==> src/rtl/adc_spi_expander.sv <==
// adc_spi_expander: drives a 12-bit serial ADC frame (cs_n/sclk/sdata) and
// converts each offset-binary sample into a signed N-bit fixed-point word.
// Optional build macro: ADC_MIDSCALE_FILL_EN
//   defined   -> fill bits are a single 1 at bit N-13 (half-LSB centring)
//   undefined -> all N-12 fill bits are 0
module adc_spi_expander #(
    parameter int N   = 16,
    parameter int DIV = 4
) (
    input  logic         clk,
    input  logic         reset,
    input  logic         start,
    input  logic         sdata,
    output logic         cs_n,
    output logic         sclk,
    output logic         busy,
    output logic [N-1:0] Dato_Out,
    output logic         valid
);

    localparam int CW = (DIV > 1) ? $clog2(DIV) : 1;

    typedef enum logic [2:0] {
        S_IDLE,
        S_SETUP,
        S_SHIFT,
        S_DONE,
        S_QUIET
    } state_t;

    state_t         state_q, state_d;
    logic [CW-1:0]  div_q,   div_d;
    logic [4:0]     bits_q,  bits_d;
    logic [15:0]    shreg_q, shreg_d;
    logic           sclk_q,  sclk_d;
    logic           cs_n_q,  cs_n_d;
    logic           valid_q, valid_d;
    logic [N-1:0]   dato_q,  dato_d;

    logic           div_tc;
    logic [N-1:0]   conv;

    assign div_tc = (div_q == CW'(DIV - 1));

    // Offset-binary to two's complement: flip the sign bit, left-justify, add fill.
    always_comb begin
        conv         = '0;
        conv[N-1]    = ~shreg_q[11];
        conv[N-2 -: 11] = shreg_q[10:0];
`ifdef ADC_MIDSCALE_FILL_EN
        conv[N-13]   = 1'b1;
`endif
    end

    // Frame sequencer: next-state and registered-output decisions.
    always_comb begin
        state_d = state_q;
        div_d   = div_q;
        bits_d  = bits_q;
        shreg_d = shreg_q;
        sclk_d  = sclk_q;
        cs_n_d  = cs_n_q;
        valid_d = 1'b0;
        dato_d  = dato_q;

        case (state_q)
            S_IDLE: begin
                cs_n_d = 1'b1;
                sclk_d = 1'b1;
                div_d  = '0;
                if (start) begin
                    state_d = S_SETUP;
                    cs_n_d  = 1'b0;
                    bits_d  = '0;
                end
            end

            S_SETUP: begin
                if (div_tc) begin
                    div_d   = '0;
                    sclk_d  = 1'b0;
                    state_d = S_SHIFT;
                end else begin
                    div_d = div_q + 1'b1;
                end
            end

            S_SHIFT: begin
                if (div_tc) begin
                    div_d  = '0;
                    sclk_d = ~sclk_q;
                    // A low-to-high toggle is the ADC sampling point.
                    if (!sclk_q) begin
                        shreg_d = {shreg_q[14:0], sdata};
                        bits_d  = bits_q + 5'd1;
                        if (bits_q == 5'd15) begin
                            state_d = S_DONE;
                            cs_n_d  = 1'b1;
                        end
                    end
                end else begin
                    div_d = div_q + 1'b1;
                end
            end

            S_DONE: begin
                cs_n_d  = 1'b1;
                dato_d  = conv;
                valid_d = 1'b1;
                div_d   = '0;
                state_d = S_QUIET;
            end

            S_QUIET: begin
                cs_n_d = 1'b1;
                if (div_tc) begin
                    div_d   = '0;
                    state_d = S_IDLE;
                end else begin
                    div_d = div_q + 1'b1;
                end
            end

            default: begin
                state_d = S_IDLE;
                cs_n_d  = 1'b1;
                sclk_d  = 1'b1;
                div_d   = '0;
            end
        endcase
    end

    // State and datapath registers; reset aborts any frame without a valid.
    always_ff @(posedge clk or posedge reset) begin
        if (reset) begin
            state_q <= S_IDLE;
            div_q   <= '0;
            bits_q  <= '0;
            shreg_q <= '0;
            sclk_q  <= 1'b1;
            cs_n_q  <= 1'b1;
            valid_q <= 1'b0;
            dato_q  <= '0;
        end else begin
            state_q <= state_d;
            div_q   <= div_d;
            bits_q  <= bits_d;
            shreg_q <= shreg_d;
            sclk_q  <= sclk_d;
            cs_n_q  <= cs_n_d;
            valid_q <= valid_d;
            dato_q  <= dato_d;
        end
    end

    assign cs_n     = cs_n_q;
    assign sclk     = sclk_q;
    assign busy     = (state_q != S_IDLE);
    assign valid    = valid_q;
    assign Dato_Out = dato_q;

endmodule

==> config.mk <==
export PLATFORM = sky130hd
export DESIGN_NAME = adc_spi_expander
export DESIGN_NICKNAME = d
export VERILOG_FILES = /design/src/rtl/adc_spi_expander.sv
export SDC_FILE = /design/constraint.sdc
export NUM_CORES = 1
export LEC_CHECK = 0
export CAP_MARGIN = 20
export CORE_MARGIN = 2
export CORE_UTILIZATION = 50
export CTS_CLUSTER_SIZE = 40
export DETAILED_ROUTE_END_ITERATION = 6
export GPL_TIMING_DRIVEN = 0
export PLACE_DENSITY = 0.79
export SLEW_MARGIN = 25
export SYNTH_ARGS = -nofsm -noshare
export SYNTH_HDL_FRONTEND = slang
export SYNTH_SLANG_ARGS = --single-unit
==> constraint.sdc <==
create_clock -name clk -period 2.22 [get_ports clk]
set_input_delay 0.444 -clock clk [delete_from_list [all_inputs] [get_ports clk]]
set_output_delay 0.444 -clock clk [all_outputs]
set_load 0.02 [all_outputs]
==> metrics.md, run 1 <==
| Metric | Value |
|---|---|
| Top cells by area, synth | `dfrtp_1 (52%), mux2_2 (11%), mux2_4 (6.2%)` |
| Post-route ant nets | `0` |
| Met1 Track Usage GR | `0.213` |
| Row count | `21` |
| Setup Total Neg Slack | `0 ns` |
| Setup crit end kind | `output pin` |
| CTS root buf | `clkbuf_4` |
| Total number of yosys warnings | `0` |
| Area leader, netlist | `dfrtp_1` |
| Post-synth EDFFs | `0` |
| WL final | `2.81 mm` |
| CP Class | `reg -> out` |
| Pwr per Cell Area | `598 nW/µm²` |
| Die ar. | `3860 µm²` |
| Worst slew pin tran | `0.745 ns` |
| Skew final | `0.0140 ns` |
| Final nets | `164` |
| Synth cell types | `36` |
| First-pass GRT wire length | `5.23 mm` |
| Vias in the first global route | `1156` |
| Avg Cell Area, Syn | `12.9 µm²` |
| Top-area cell type share of the netlist area | `0.519` |
| Total track usage | `0.174` |
| Clock transition at the registers of the reported paths | `0.12 ns` |
| Total core area | `3280 µm²` |
| HPWL Detailed | `2.01 mm` |
| Mux share of post-synthesis cell area | `0.182` |
| Grt met3 use | `0.0417` |
| Slew headroom | `0.503` |
| Starting Density | `0.514` |
| Clock sink count | `37` |
| Leak pwr | `0.948 nW` |
| Final total power | `1.21 mW` |
| Slowest stage delay, CP | `0.53 ns` |
| TritonCTS Buffers | `5` |
| Tightest Hold Check Type | `reg -> reg` |
| Min Tclk post-route | `2.05 ns` |
| Vias/cell | `5.11` |
| Worst R2R Path Depth | `3` |
| Non-filler instance count after layout | `204` |
| Max Cap Violations | `0` |
| Compound-Gate Fraction of Synth Area | `0.0652` |
| Sequential area share after synthesis | `0.550` |
| CP max stage cell | `dfrtp_1` |
| Clk_lat worst skew | `0.34 ns` |
| Die Wd | `62.1 µm` |
| Period utilization | `0.923` |
| DP Area | `1950 µm²` |
| Slew Viols, Final | `0` |
| Area share of xor/xnor cells in the synthesized design | `0.0104` |
| Achievable frequency | `488 MHz` |
| Total congestion overflow | `0` |
| 1st-iter DRT viols | `35` |
| Mapped Area | `1690 µm²` |
| Seq cells post-synth | `37` |
| CTS tree | `yes` |
| Mapped Cells | `131` |
| Endpoints failing setup | `0` |
| DRC viols | `0` |
| Met2 Resource Use GR | `0.295` |
| Critical Path RT | `1.78 ns` |
| Async set-reset flop share out of synthesis | `1.00` |
| Cell chain of the critical path | `or3_1 -> dlygate4sd2_1` |
| Post-CTS setup buffer count | `0` |
| Outcome | `finished, final reports clean` |
| Largest family of logic cells by synthesized area | `multiplexers` |
| CP Launch Type | `flop` |
| GR peak layer | `met2` |
| RSZ-0062 raised after global routing | `no` |
| Worst-path fanout max | `13` |
| Top_reg_cell synth | `dfrtp_1` |
| Hold Path Cell Cnt | `1` |
| Clock buffer depth | `2` |
| H-tree levels | `2` |
| Post-CTS Hold Fix Bufs | `0` |
| Via Count | `1042` |
| Sequential cell area | `928 µm²` |
| Arrival time worst endpoint | `1.60 ns` |
| Placed Instances | `199` |
| Antenna diodes | `0` |
| Fraction of layout cells with a size suffix above 1 | `0.285` |
| Final hold vios | `0` |
| Worst vdd ir | `0.000413 V` |
| Simple-Gate Fraction of Synth Area | `0.116` |
| Initial antenna violation count | `0` |
| Die Ht | `62.1 µm` |
| Synth Area in Adders | `0.0222` |
| Final instance area | `2020 µm²` |
| Area of the multi-input gates | `682 µm²` |
| Area grow syn2layout | `19.6%` |
| Number of port buffers | `19` |
| Top Ports | `24` |
| Detail-routed net length per standard cell | `13.8 µm` |
| DR pass1 iterations | `4` |
| Fillers | `272` |
| Largest net degree at the start of global routing | `38` |
| Final RePlAce weighted congestion | `0.794` |
## power breakdown
part / total, mW / internal [mW] / leakage (nW) / switching [mW]
clock: 0.486 / 0.269 / 0.0455 / 0.217
sequential: 0.684 / 0.679 / 0.482 / 0.00433
combinational: 0.0380 / 0.0159 / 0.421 / 0.0221
total: 1.21 / 0.964 / 0.948 / 0.244
## critical path: cells and delay by family (launching register included)
kind | cells | cell delay (ns)
buf+inv | 1 | 0.32
flops | 1 | 0.53
simple gates | 1 | 0.41
## registers in the layout, summed over array words and instances (netlist names)
register  cells
sclk          1
state_q       3
valid         1
bits_q        5
shreg_q      12
cs_n          1
Dato_Out     12
div_q         2
## repair_timing
item / CTS / global route
resized for setup: 1 / 0
hold endpoints to repair: 0 / 0
endpoints found under the setup margin: 1 / 1
pin swaps: 0 / 0
## Yosys cell counts (2+ instances only)
cell type and n:
a21oi_1 4, buf_2 2, buf_4 5, clkbuf_1 3, dfrtp_1 35, dfstp_2 2, ha_1 3, inv_1 5
mux2_2 17, mux2_4 7, nand2b_1 7, nand3b_1 5, nor2_1 3, nor2b_1 3, nor3_1 3, o21a_1 2
o21ai_0 3, o22ai_1 2, or3_1 2, xnor2_1 2
## kinds of logic (layout without fill, tap and decap cells)
family | after synthesis | after routing
AND/OR/NAND/NOR | 30 | 30
multiplexers | 25 | 25
other | 1 | 4
buffers and inverters | 16 | 40
XOR/XNOR | 2 | 2
adder cells (fa/ha/maj) | 3 | 3
flip-flops | 37 | 37
AO/OA/AOI/OAI | 17 | 17
## final timing paths
kind	start	end	slack, ns
max in group asynchronous	reset	Dato_Out[9]	1.19
worst min register to register	div_q[0]	div_q[0]	0.45
worst min-delay path	div_q[0]	div_q[0]	0.45
worst max-delay path	state_q[2]	busy	0.17
worst max register to register	state_q[0]	shreg_q[6]	0.45
min in group asynchronous	reset	bits_q[3]	0.53
## layout make-up
type                            count  area share
Sequential cell                    37       0.460
Inverter                            5     0.00929
Buffer                              8      0.0291
Multi-Input combinational cell     81       0.338
Clock inverter                      1      0.0149
Clock buffer                        7      0.0273
Tap cell                           46      0.0285
Timing Repair Buffer               19      0.0936
## metrics by stage
step / util / hold WS (ns) / setup WS (ns)
final: 0.615 / 0.449 / 0.171
after global routing: 0.615 / 0.476 / 0.0882
after CTS: 0.617 / 0.457 / 0.0390
after detailed placement: 0.593 / 0.442 / 0.127
after global placement: 0.593 / 0.426 / 0.184
after floorplan: - / 0.413 / 0.644
## cell usage in the layout, fill, tap and decap left out, types with 2 or more instances in the layout
master / n
o22ai_1: 2
dfrtp_1: 35
or3_1: 2
dfstp_2: 2
nor3_1: 3
mux2_4: 7
nor2_1: 3
buf_4: 5
nand3b_1: 5
nor2b_1: 3
conb_1: 4
mux2_2: 17
inv_1: 4
o21ai_0: 3
ha_1: 3
xnor2_1: 2
a21oi_1: 4
buf_2: 2
nand2b_1: 7
clkdlybuf4s50_1: 18
clkbuf_4: 5
o21a_1: 2
## layer usage
metal,wire [µm],up-vias
met4,37,0
met2,1430,24
met5,0,-
li1,-,497
met1,1230,515
met3,107,6
Power figures use the tool's default switching activity.
==> run 2: changes to the inputs <==
ABC_AREA = 0   (was default)
CAP_MARGIN = 10   (was 20)
==> results of run 2 <==
Final layout, timing and power as in run 1 (identical DEF).
==> run 3: changes to the inputs <==
SLEW_MARGIN = default   (was 25)
==> run 3 against run 2 <==
Compared with the run above: cell area about the same; utilization hardly changed; die area stayed put; clock skew is 0.0070 ns lower; global-route usage rose by 0.22 points; worst hold slack worse by 0.0044 ns; critical path depth did not move; register-to-register slack better by 0.03 ns; clock power down 25%; power down 9.4%; count of clock-buffer cells in the layout shrank 1; worst setup slack better by 0.0076 ns.
==> metrics.md, run 3 (synthesis gave the netlist of run 1 again) <==
| Metric | Value |
|---|---|
| Max Cap Violations | `0 (unchanged)` |
| Largest net degree at the start of global routing | `21 (-45%)` |
| DR pass1 iterations | `4 (unchanged)` |
| Pwr per Cell Area | `541 nW/µm² (-9.5%)` |
| First-pass GRT wire length | `5.33 mm (+1.8%)` |
| Min Tclk post-route | `2.04 ns (-0.00758 ns)` |
| CP Class | `reg -> out` |
| Arrival time worst endpoint | `1.60 ns (about the same)` |
| Fraction of layout cells with a size suffix above 1 | `0.285 (unchanged)` |
| Area grow syn2layout | `19.7% (about the same)` |
| CP max stage cell | `dfrtp_1` |
| Skew final | `0.00701 ns (-0.00696 ns)` |
| WL final | `2.83 mm (+0.89%)` |
| Final nets | `165 (+0.61%)` |
| 1st-iter DRT viols | `61 (+74%)` |
| Top Ports | `24 (unchanged)` |
| Outcome | `finished, final reports clean` |
| Die Ht | `62.1 µm (unchanged)` |
| Row count | `21 (unchanged)` |
| H-tree levels | `2 (unchanged)` |
| CP Launch Type | `flop` |
| Fillers | `275 (+1.1%)` |
| Leak pwr | `0.947 nW (-0.15%)` |
| Crit path buffers/inverters | `1 (unchanged)` |
| Crit path depth | `2 (unchanged)` |
| Vias/cell | `5.11 (about the same)` |
| Worst R2R Path Depth | `3 (unchanged)` |
| Number of port buffers | `19 (unchanged)` |
| Hold WS | `0.444 ns (-0.00442 ns)` |
| Clock transition at the registers of the reported paths | `0.10 ns (-0.02 ns)` |
| Slew headroom | `0.479 (-0.0238)` |
| GR peak layer | `met2` |
| Final instance area | `2020 µm² (about the same)` |
| Final hold vios | `0 (unchanged)` |
| Worst slew pin tran | `0.781 ns (+0.0360 ns)` |
| Die Wd | `62.1 µm (unchanged)` |
| Slowest stage delay, CP | `0.52 ns (about the same)` |
| Slew Viols, Final | `0 (unchanged)` |
| Grt met3 use | `0.0580 (+0.0163)` |
| Initial antenna violation count | `0 (unchanged)` |
| Final RePlAce weighted congestion | `0.794 (unchanged)` |
| DP Area | `1970 µm² (+1.4%)` |
| Clock sink count | `37 (unchanged)` |
| Worst-path fanout max | `13 (unchanged)` |
| Clock buffer depth | `2 (unchanged)` |
| Non-filler instance count after layout | `204 (unchanged)` |
| CTS root buf | `clkbuf_4` |
| Total track usage | `0.176 (+0.00216)` |
| Achievable frequency | `490 MHz (+0.37%)` |
| Starting Density | `0.514 (unchanged)` |
| Cell chain of the critical path | `or3_1 -> dlygate4sd2_1` |
| Final total power | `1.09 mW (-9.4%)` |
| Vias in the first global route | `1137 (-1.6%)` |
| Post-CTS Hold Fix Bufs | `0 (unchanged)` |
| Post-route ant nets | `0 (unchanged)` |
| Placed Instances | `200 (+0.50%)` |
| Crit path max-delay family | `flip-flops` |
| Commonest non-fill, non-tap cell in the layout | `dfrtp_1` |
| Tightest Hold Check Type | `reg -> reg` |
| TritonCTS Buffers | `5 (unchanged)` |
| HPWL Detailed | `2.04 mm (+1.4%)` |
| Worst vdd ir | `0.000380 V (-8.0%)` |
| Total congestion overflow | `0 (unchanged)` |
| Met2 Resource Use GR | `0.293 (-0.00136)` |
| Commonest non-fill, non-tap cells in the layout | `dfrtp_1 (35), clkdlybuf4s50_1 (18), mux2_2 (17)` |
| Setup crit end kind | `output pin` |
| Detail-routed net length per standard cell | `13.9 µm (+0.89%)` |
| DRC viols | `0 (unchanged)` |
| Via Count | `1043 (+0.096%)` |
| Die ar. | `3860 µm² (unchanged)` |
| RSZ-0062 raised after global routing | `no` |
| CTS tree | `yes` |
| Critical Path RT | `1.78 ns (about the same)` |
| Clk_lat worst skew | `0.34 ns (about the same)` |
| Hold Path Cell Cnt | `1 (unchanged)` |
| Setup Total Neg Slack | `0 ns (unchanged)` |
| Endpoints failing setup | `0 (unchanged)` |
| Antenna diodes | `0 (unchanged)` |
| Total core area | `3280 µm² (unchanged)` |
| Met1 Track Usage GR | `0.221 (+0.00776)` |
| Period utilization | `0.920 (-0.00342)` |
-- run 3: changes by cell type in the layout (fill, tap and decap cells not counted) --
cell and change:
buf_16 +1, bufinv_16 -1, clkbuf_1 -1, clkinvlp_4 +1, inv_1 +1, inv_2 -1
-- run 3: layout make-up --
class | count | area, µm² | share of cell area
buffer | 8 | 58.8 | 0.0291
sequential | 37 | 928 | 0.459
inverter | 5 | 18.8 | 0.00929
tap | 46 | 57.6 | 0.0285
clock buffer | 6 | 51.3 | 0.0254
clock inverter | 1 | 7.51 | 0.00372
multi-input combinational | 81 | 682 | 0.337
timing repair buffer | 20 | 216 | 0.107
-- run 3: repair_timing --
item / in CTS / in global routing
resized for setup: 1 / 0
setup buffers: 0 / 0
endpoints found under the setup margin: 1 / 1
-- run 3: per-stage QoR --
step	util	worst slack (ns)
floorplan	-	0.644
global placement	0.593	0.184
detailed placement	0.601	0.140
CTS	0.618	0.0487
global route	0.615	0.0830
finish	0.615	0.179
-- run 3: power by group --
group          switching [mW]  leakage (nW)  internal [mW]
Combinational          0.0233         0.435         0.0207
Clock                   0.218        0.0303          0.148
Sequential            0.00418         0.482          0.679
-- run 3: worst paths after layout --
path | slack, ns | endpoint | from
max | 0.18 | busy | state_q[2]
min | 0.44 | div_q[0] | div_q[0]
max reg2reg | 0.48 | shreg_q[11] | state_q[0]
min reg2reg | 0.44 | div_q[0] | div_q[0]
max in group asynchronous | 1.12 | div_q[1] | reset
min in group asynchronous | 0.54 | bits_q[4] | reset
-- run 3: per-layer routing --
layer / up-vias / routed length [µm]
met5: - / 0
met4: 0 / 27
met3: 4 / 112
met2: 20 / 1420
met1: 521 / 1270
li1: 498 / -
